**src/rtl/rock_level_ctrl.sv**
```systemverilog
// rock_level_ctrl: saturating frequency/amplitude level controller with idle auto-decay and stop detection
// Ports: clk, reset (async, active-high); tick (slow-time enable); f_up/f_down, a_up/a_down (level requests);
//        f, a (registered levels); f_zero, af_zero (zero flags); state (0 RUN, 1 DECAY, 2 STOP);
//        sat (one-cycle pulse after a blocked lone request).
// Build option: define ROCK_LEVEL_AUTO_DECAY_EN to include the idle counter, DECAY state and auto-decrement.
module rock_level_ctrl #(
  parameter int W         = 3,
  parameter int F_INIT    = 5,
  parameter int A_INIT    = 5,
  parameter int F_MAX     = 7,
  parameter int A_MAX     = 7,
  parameter int DECAY_DIV = 4
) (
  input  logic         clk,
  input  logic         reset,
  input  logic         tick,
  input  logic         f_up,
  input  logic         f_down,
  input  logic         a_up,
  input  logic         a_down,
  output logic [W-1:0] f,
  output logic [W-1:0] a,
  output logic         f_zero,
  output logic         af_zero,
  output logic [1:0]   state,
  output logic         sat
);
  typedef enum logic [1:0] {RUN = 2'd0, DECAY = 2'd1, STOP = 2'd2} state_t;
  localparam state_t ST_INIT = (F_INIT == 0 && A_INIT == 0) ? STOP : RUN;
  state_t st, st_n;
  logic [W-1:0] f_n, a_n;
  logic f_inc, f_dec, a_inc, a_dec, f_hi, f_lo, a_hi, a_lo, act, blk, decay, go_decay;
  assign state   = st;
  assign f_zero  = f == '0;
  assign af_zero = f_zero && a == '0;
  // Opposing requests on the same register cancel and are never treated as blocked.
  assign f_inc = f_up & ~f_down;
  assign f_dec = f_down & ~f_up;
  assign a_inc = a_up & ~a_down;
  assign a_dec = a_down & ~a_up;
  assign f_hi  = f == W'(F_MAX);
  assign f_lo  = f == '0;
  assign a_hi  = a == W'(A_MAX);
  assign a_lo  = a == '0;
  assign act   = f_up | f_down | a_up | a_down;
  assign blk   = (f_inc & f_hi) | (f_dec & f_lo) | (a_inc & a_hi) | (a_dec & a_lo);
`ifdef ROCK_LEVEL_AUTO_DECAY_EN
  localparam int CW = $clog2(DECAY_DIV + 1);
  logic [CW-1:0] cnt, cnt_n;
  // Decay only ever runs on idle ticks, so any user request suppresses it that cycle.
  assign decay    = st == DECAY && tick && !act;
  assign go_decay = st == RUN && tick && !act && cnt == CW'(DECAY_DIV - 1);
  assign cnt_n    = act ? '0 : (tick && cnt != CW'(DECAY_DIV)) ? cnt + 1'b1 : cnt;
  always_ff @(posedge clk or posedge reset)
    if (reset) cnt <= '0;
    else cnt <= cnt_n;
`else
  logic unused_tick;
  assign unused_tick = tick;
  assign decay       = 1'b0;
  assign go_decay    = 1'b0;
`endif
  always_comb begin
    f_n  = (f_inc && !f_hi) ? f + 1'b1 : (f_dec && !f_lo) ? f - 1'b1 : f;
    a_n  = (a_inc && !a_hi) ? a + 1'b1 : (a_dec && !a_lo) ? a - 1'b1 : (decay && !a_lo) ? a - 1'b1 : a;
    // Reaching zero on both levels wins over every other transition; in STOP only an up request escapes.
    st_n = (f_n == '0 && a_n == '0) ? STOP : act ? RUN : go_decay ? DECAY : st;
  end
  always_ff @(posedge clk or posedge reset)
    if (reset) begin
      f   <= W'(F_INIT);
      a   <= W'(A_INIT);
      st  <= ST_INIT;
      sat <= 1'b0;
    end else begin
      f   <= f_n;
      a   <= a_n;
      st  <= st_n;
      sat <= blk;
    end
endmodule

```
**config.mk**
```make
export PLATFORM = sky130hd
export DESIGN_NAME = rock_level_ctrl
export DESIGN_NICKNAME = d
export VERILOG_FILES = /design/src/rtl/rock_level_ctrl.sv
export SDC_FILE = /design/constraint.sdc
export NUM_CORES = 1
export LEC_CHECK = 0
export CORE_UTILIZATION = 45
export DETAILED_ROUTE_END_ITERATION = 10
export GPL_ROUTABILITY_DRIVEN = 0
export PLACE_DENSITY = 0.76
export SYNTH_ARGS = -nofsm -noshare
export SYNTH_HDL_FRONTEND = slang
export SYNTH_SLANG_ARGS = --single-unit
export TNS_END_PERCENT = 1
```
**constraint.sdc**
```tcl
create_clock -name clk -period 3 [get_ports clk]
set_clock_uncertainty 0.2 [all_clocks]
set_input_delay 0.45 -clock clk [delete_from_list [all_inputs] [get_ports clk]]
set_output_delay 0.45 -clock clk [all_outputs]
set_load 0.005 [all_outputs]
```
==> run summary, run 1 <==
• top fanout value on the critical path: 5
• r2r setup slk: 680 ps
• CTS tree: yes
• Synth cell types: 34
• worst r2r dst: state[1]
• Syn Nets: 85
• area share of the largest cell type after synthesis: 16.50%
• cell count after synthesis: 70
• Setup TNS Final: 0 ps
• Filler Cell Count: 127
• outcome: finished, final reports clean
• master of the slowest instance on the critical path: dfstp_2
• global-route wire length before repair: 2111 um
• clock buffer depth: 2
• series of cell instances along the critical path: inv_1, ha_1, nand2b_1, nor2_1, clkdlybuf4s50_1
• endpoint of the worst setup timing path: af_zero
• Post-Synthesis Cell Area: 636.9 sq um
• static leakage power: 0.3694 nW
• type of the worst setup path: register to primary output
• remaining antenna violation count: 0
• Tcrit/Tclk final: 80.00%
• worst min-delay path class: input pin to asynchronous set/reset pin
• largest stage delay on the critical path: 540 ps
• cell depth of the worst setup path: 5
• number of detailed-routing iterations run before antenna repair: 4
• antenna violations before repair: 0
• number of input and output port buffers inserted: 15
• core region area: 0.001301 sq mm
• Peak VDD IR: 0.4816 mV
• type of origin of the critical path: register
• Top delay family on crit path: flip-flops
• clock-pin slew reported for the worst setup and hold paths after clock tree synthesis: 50 ps
• Post-Synthesis Mean Instance Area: 9.098 sq um
• FFs w/ async S/R, synth: 100.0%
• areal power density over the cells: 882.2 mW/mm^2
• fraction of the yosys area taken by sequential cells: 32.22%
• data required time of the critical path: 2350 ps
• die width: 39.62 um
• startpoint of the most critical setup path: a[0]
• unrepaired setup endpoints after global routing: no
• starting utilization of the core area: 48.94%
• DR DRC count: 0
• vertical extent of the die: 39.62 um
• number of buffers created by CTS: 3
• post-synthesis register bit count: 8
• final hold vios: 0
• share of final-layout standard cells stronger than drive strength 1: 11.63%
• total congestion overflow: 0
• Gates resized, CTS repair: 0
• r2r startpoint: a[1]
• count of flip-flops with a built-in enable after synthesis: 0
• number of global-route vias before repair: 492
• insertion delay of the later-clocked pin in the worst-skew pair: 260 ps
• max-capacitance violation count: 0
• main flop type after synthesis: dfstp_2
• fmax: 0.4167 GHz
• total number of yosys warnings: 0
• Die ar.: 0.001570 sq mm
• post-DP HPWL: 1060 um
• cell taking the most area after synthesis: dfstp_2
• post-place setup slack: 541.6 ps
• shortest clock period the worst path allows after layout: 2400 ps
• critical path capture point type: primary output
• total setup buffers inserted after CTS: 0
• endpoint arrival time on the critical path: 1750 ps
• leading post-synthesis cells by cell area: dfstp_2 17%, dfrtp_1 16%, ha_1 16%
• count of endpoints failing setup in the final report: 0
• Critical path buffers and inverters: 2
• buffer type at the clock tree root: clkbuf_4
• antenna diode instance count: 0
• number of primary I/O pins: 18
• total length of routed wires: 1289 um
• post-detailed-route wirelength per cell: 12.76 um
• number of cell rows: 13
• vias: 548
• GR Util All Layers: 20.98%
• synthesis-to-finish area growth: 28.09%
• count of H-tree levels built during CTS: 1
• crit path setup slack, layout: 600.1 ps
• number of DRC markers in iteration 0: 8
• Vias per Instance: 5.426
• worst-case reg-to-reg path depth: 7
• max-slew violation count: 0
• CTS sink cnt: 8
• # hold bufs at CTS: 0
• number of nets in the layout: 103
• largest net degree at the start of global routing: 12
==> worst min path at each step <==
stage	start	to	slack (ps)	depth (start not counted)
5_1_grt	reset	f[1]	290	2
6_report	reset	sat	230	2
2_1_floorplan	reset	a[1]	60	1
3_5_place_dp	state[1]	state[1]	290	2
4_1_cts	reset	f[1]	230	2
3_3_place_gp	state[1]	state[1]	280	2
==> worst register-to-register path, cell delays in order, from the launching register on <==
cell	delay [ps]
dfrtp_1	410
ha_1	200
ha_1	210
or3b_1	440
nand3_1	110
o311ai_1	130
or4_1	420
o21ai_1	140
==> per-stage QoR <==
stage | std cells | cell area [sq um] | total power, mW | hold slack [ps] | util (%)
floorplan | 70 | 636.9 | 0.4719 | 62.80 | -
detailed placement | 98 | 793.3 | 0.6405 | 287.5 | 60.96
global route | 101 | 815.8 | 0.7855 | 287.7 | 62.69
finish | 101 | 815.8 | 0.7197 | 228.3 | 62.69
CTS | 101 | 815.8 | 0.7274 | 229.6 | 62.69
global placement | 98 | 793.3 | 0.6269 | 284.4 | 60.96
==> state kept, by name, indices dropped and copies added (netlist names) <==
| signal | count |
|---|---|
| a | 3 |
| f | 3 |
| sat | 1 |
| state | 1 |
==> kinds of logic (layout without fill, tap and decap cells) <==
logic type	count (synthesis)	after routing	synth area share, %
compound gates	13	13	16.31
xor+xnor	2	2	2.751
fa+ha+maj	8	8	15.72
buf+inv	10	26	6.680
flops	8	8	32.22
mux	1	1	1.572
other cells	1	1	0.5888
simple gates	27	27	24.17
==> layer usage <==
metal	vias to the layer above	wire, um	global-route usage (%)
met4	0	23	7.759
met1	249	623	30.74
met3	3	68	5.114
met2	16	574	29.10
li1	280	-	-
met5	-	0	0
==> placed cells by master, fill, tap and decap left out, drive strengths merged <==
cell type / synthesis / routed
clkdlybuf4s50: 0 / 15
inv: 8 / 8
ha: 8 / 8
nand2: 6 / 6
nor2: 5 / 5
dfstp: 4 / 4
dfrtp: 4 / 4
nand3b: 3 / 3
clkbuf: 0 / 3
nand2b: 3 / 3
nor2b: 2 / 2
xnor2: 2 / 2
a221oi: 2 / 2
a31oi: 2 / 2
nand3: 2 / 2
o21ai: 2 / 2
a22oi: 1 / 1
mux2i: 1 / 1
and2: 1 / 1
nor3b: 1 / 1
and2b: 1 / 1
or3b: 1 / 1
a221o: 1 / 1
o31ai: 1 / 1
a22o: 1 / 1
a211oi: 1 / 1
o311ai: 1 / 1
o22a: 1 / 1
or4: 1 / 1
nor4: 1 / 1
conb: 1 / 1
==> power breakdown <==
| part | switching, mW | leakage [nW] | total, mW | internal [mW] |
|---|---|---|---|---|
| Sequential | 0.0497 | 0.0917 | 0.224 | 0.175 |
| Combinational | 0.195 | 0.264 | 0.414 | 0.219 |
| Clock | 0.0359 | 0.0138 | 0.0816 | 0.0457 |
| Total | 0.280 | 0.369 | 0.720 | 0.440 |
==> synth_stat cells, drive strengths merged, types with 3 or more instances <==
cell	n
nand2	6
dfstp	4
inv	8
dfrtp	4
nand3b	3
nor2	5
ha	8
nand2b	3
==> cell type report <==
class	count	area [sq um]	area share (%)
tap	15	18.77	2.301
multi-input combinational	52	389.1	47.70
inverter	8	30.03	3.681
timing repair buffer	15	150.1	18.40
sequential	8	205.2	25.15
clock buffer	3	22.52	2.761
(Power assumes the default switching activity.)
==> inputs of run 2 (changes only) <==
--- a/config.mk
+++ b/config.mk
@@ -5,10 +5,10 @@
 export SDC_FILE = /design/constraint.sdc
 export NUM_CORES = 1
 export LEC_CHECK = 0
-export CORE_UTILIZATION = 45
+export CORE_UTILIZATION = 41
 export DETAILED_ROUTE_END_ITERATION = 10
 export GPL_ROUTABILITY_DRIVEN = 0
-export PLACE_DENSITY = 0.76
+export PLACE_DENSITY = 0.73
 export SYNTH_ARGS = -nofsm -noshare
 export SYNTH_HDL_FRONTEND = slang
 export SYNTH_SLANG_ARGS = --single-unit
==> constraint.sdc (replaced) <==
create_clock -name clk -period 2.1 [get_ports clk]
set_clock_uncertainty 0.2 [all_clocks]
set_input_delay 0.315 -clock clk [delete_from_list [all_inputs] [get_ports clk]]
set_output_delay 0.315 -clock clk [all_outputs]
set_load 0.005 [all_outputs]
==> run 2 against run 1 <==
Against the previous run:
- the flow now finishes with violations (negative setup slack)
- total power increased by 100%
- die area grew 9.2%
- sequential cell count unchanged
- wire length increased by 40%
- cell area grew 31%
==> run summary, run 2 (synthesized netlist as in run 1, its figures left out) <==
• outcome: complete, but fails checks
• failing checks: negative setup slack
• count of H-tree levels built during CTS: 1, unchanged
• largest stage delay on the critical path: 550 ps, about the same
• antenna diode instance count: 0, unchanged
• unrepaired setup endpoints after global routing: yes
• buffer type at the clock tree root: clkbuf_4
• synthesis-to-finish area growth: 67.58%
• number of DRC markers in iteration 0: 16, +8
• clock-pin slew reported for the worst setup and hold paths after clock tree synthesis: 60 ps, about the same
• final hold vios: 0, unchanged
• clock buffer depth: 2, unchanged
• number of input and output port buffers inserted: 15, unchanged
• fmax: 0.4439 GHz
• number of cell rows: 13, unchanged
• master of the slowest instance on the critical path: or4_1
• total congestion overflow: 0, unchanged
• type of the worst setup path: register to register
• number of detailed-routing iterations run before antenna repair: 4, unchanged
• series of cell instances along the critical path: inv_1, ha_4, nand2b_4, buf_4, a211oi_1, a221oi_2, or4_1, o21ai_1
• number of nets in the layout: 126, +22%
• critical path capture point type: register
• Tcrit/Tclk final: 107.3%
• share of final-layout standard cells stronger than drive strength 1: 43.64%, +32 points
• largest registers: a (3), f (3)
• Die ar.: 0.001715 sq mm, +9.2%
• vertical extent of the die: 41.41 um, +4.5%
• type of origin of the critical path: register
• antenna violations before repair: 0, unchanged
• largest net degree at the start of global routing: 10, -2
• top fanout value on the critical path: 3, -2
• data required time of the critical path: 2080 ps, -270 ps
• max-slew violation count: 0, unchanged
• number of primary I/O pins: 18, unchanged
• Peak VDD IR: 0.7678 mV, +59%
• max-capacitance violation count: 0, unchanged
• post-detailed-route wirelength per cell: 14.48 um, +13%
• CTS sink cnt: 8, unchanged
• Power Total: 1.447 mW, +100%
• GR Util All Layers: 20.85%, -0.13 points
• insertion delay of the later-clocked pin in the worst-skew pair: 260 ps, about the same
• areal power density over the cells: 1356 mW/mm^2, +54%
• global-route wire length before repair: 2808 um, +33%
• post-place setup slack: -188.3 ps, -729.9 ps
• worst min-delay path class: input pin to asynchronous set/reset pin
• number of global-route vias before repair: 636, +29%
• core region area: 0.001366 sq mm, +5.0%
• CTS tree: yes
• vias: 653, +19%
• # hold bufs at CTS: 0, unchanged
• total length of routed wires: 1810 um, +40%
• most common library cell in the layout ignoring fill and taps: buf_4
• count of endpoints failing setup in the final report: 1, +1
• endpoint arrival time on the critical path: 2230 ps, +480 ps
• DR DRC count: 0, unchanged
• static leakage power: 0.4863 nW, +32%
• Vias per Instance: 5.224, -3.7%
• most frequent cells in the layout: 23 x buf_4, 13 x clkdlybuf4s50_1, 6 x nand2_1
• die width: 41.41 um, +4.5%
• crit path setup slack, layout: -152.9 ps, -753.0 ps
• number of buffers created by CTS: 3, unchanged
• post-DP HPWL: 1273 um, +20%
• remaining antenna violation count: 0, unchanged
• starting utilization of the core area: 46.61%, -2.3 points
• shortest clock period the worst path allows after layout: 2253 ps
run 2: worst paths after layout:
path / startpoint / endpoint / slack, ps / cells past startpoint
min: reset / a[1] / 100 / 2
min reg2reg: state[1] / state[1] / 320 / 2
max reg2reg: f[1] / state[1] / -150 / 8
max in group asynchronous: reset / a[2] / 1300 / 2
min in group clk: state[1] / state[1] / 320 / 2
max: f[1] / state[1] / -150 / 8
run 2: worst max-delay path, delay by kind of cell, from the launching register on:
| family | cells | cell delay, ps |
|---|---|---|
| DFF | 1 | 410 |
| buffers and inverters | 2 | 260 |
| AOI/OAI and AO/OA | 3 | 550 |
| adders and majority gates | 1 | 140 |
| and+or+nand+nor | 2 | 600 |
run 2: final cells by class:
cell class | count | area [sq um]
sequential | 8 | 205.2
clock buffer | 4 | 26.28
tap | 15 | 18.77
multi-input combinational | 52 | 464.2
inverter | 8 | 30.03
timing repair buffer | 38 | 322.8
fill | 99 | 299.0
run 2: power by group:
group | switching (mW) | internal (mW) | total, mW
Clock | 0.0579 | 0.0730 | 0.131
Combinational | 0.427 | 0.578 | 1.00
Sequential | 0.0624 | 0.249 | 0.311
Total | 0.547 | 0.900 | 1.45
run 2: per-stage QoR:
stage	TNS, ps	area [sq um]	hold slack (ps)	util (%)	instances
after floorplan	0	646.9	-72.20	-	70
after detailed placement	-188.3	968.4	305.6	70.88	120
after CTS	-156.8	1002	105.2	73.35	125
after global placement	-153.9	968.4	278.6	70.88	120
after global routing	-264.3	1067	138.9	78.11	125
final	-152.9	1067	98.35	78.11	125
run 2: per-layer routing:
metal  GRT usage [%]  vias up  wire length [um]  part of all wire [%]
li1                -      325                 -                     -
met1           27.17      303               779                    43
met2           35.00       18               920                    51
met3           2.609        7                70                   3.9
met4           7.742        0                39                   2.2
met5               0        -                 0                     0
run 2: repair_timing:
| item | CTS | global route |
|---|---|---|
| resized for setup | 3 | 19 |
| cloned | 0 | 0 |
| pin swaps | 0 | 7 |
| setup buffers | 1 | 0 |
| setup endpoints to repair | 3 | 4 |
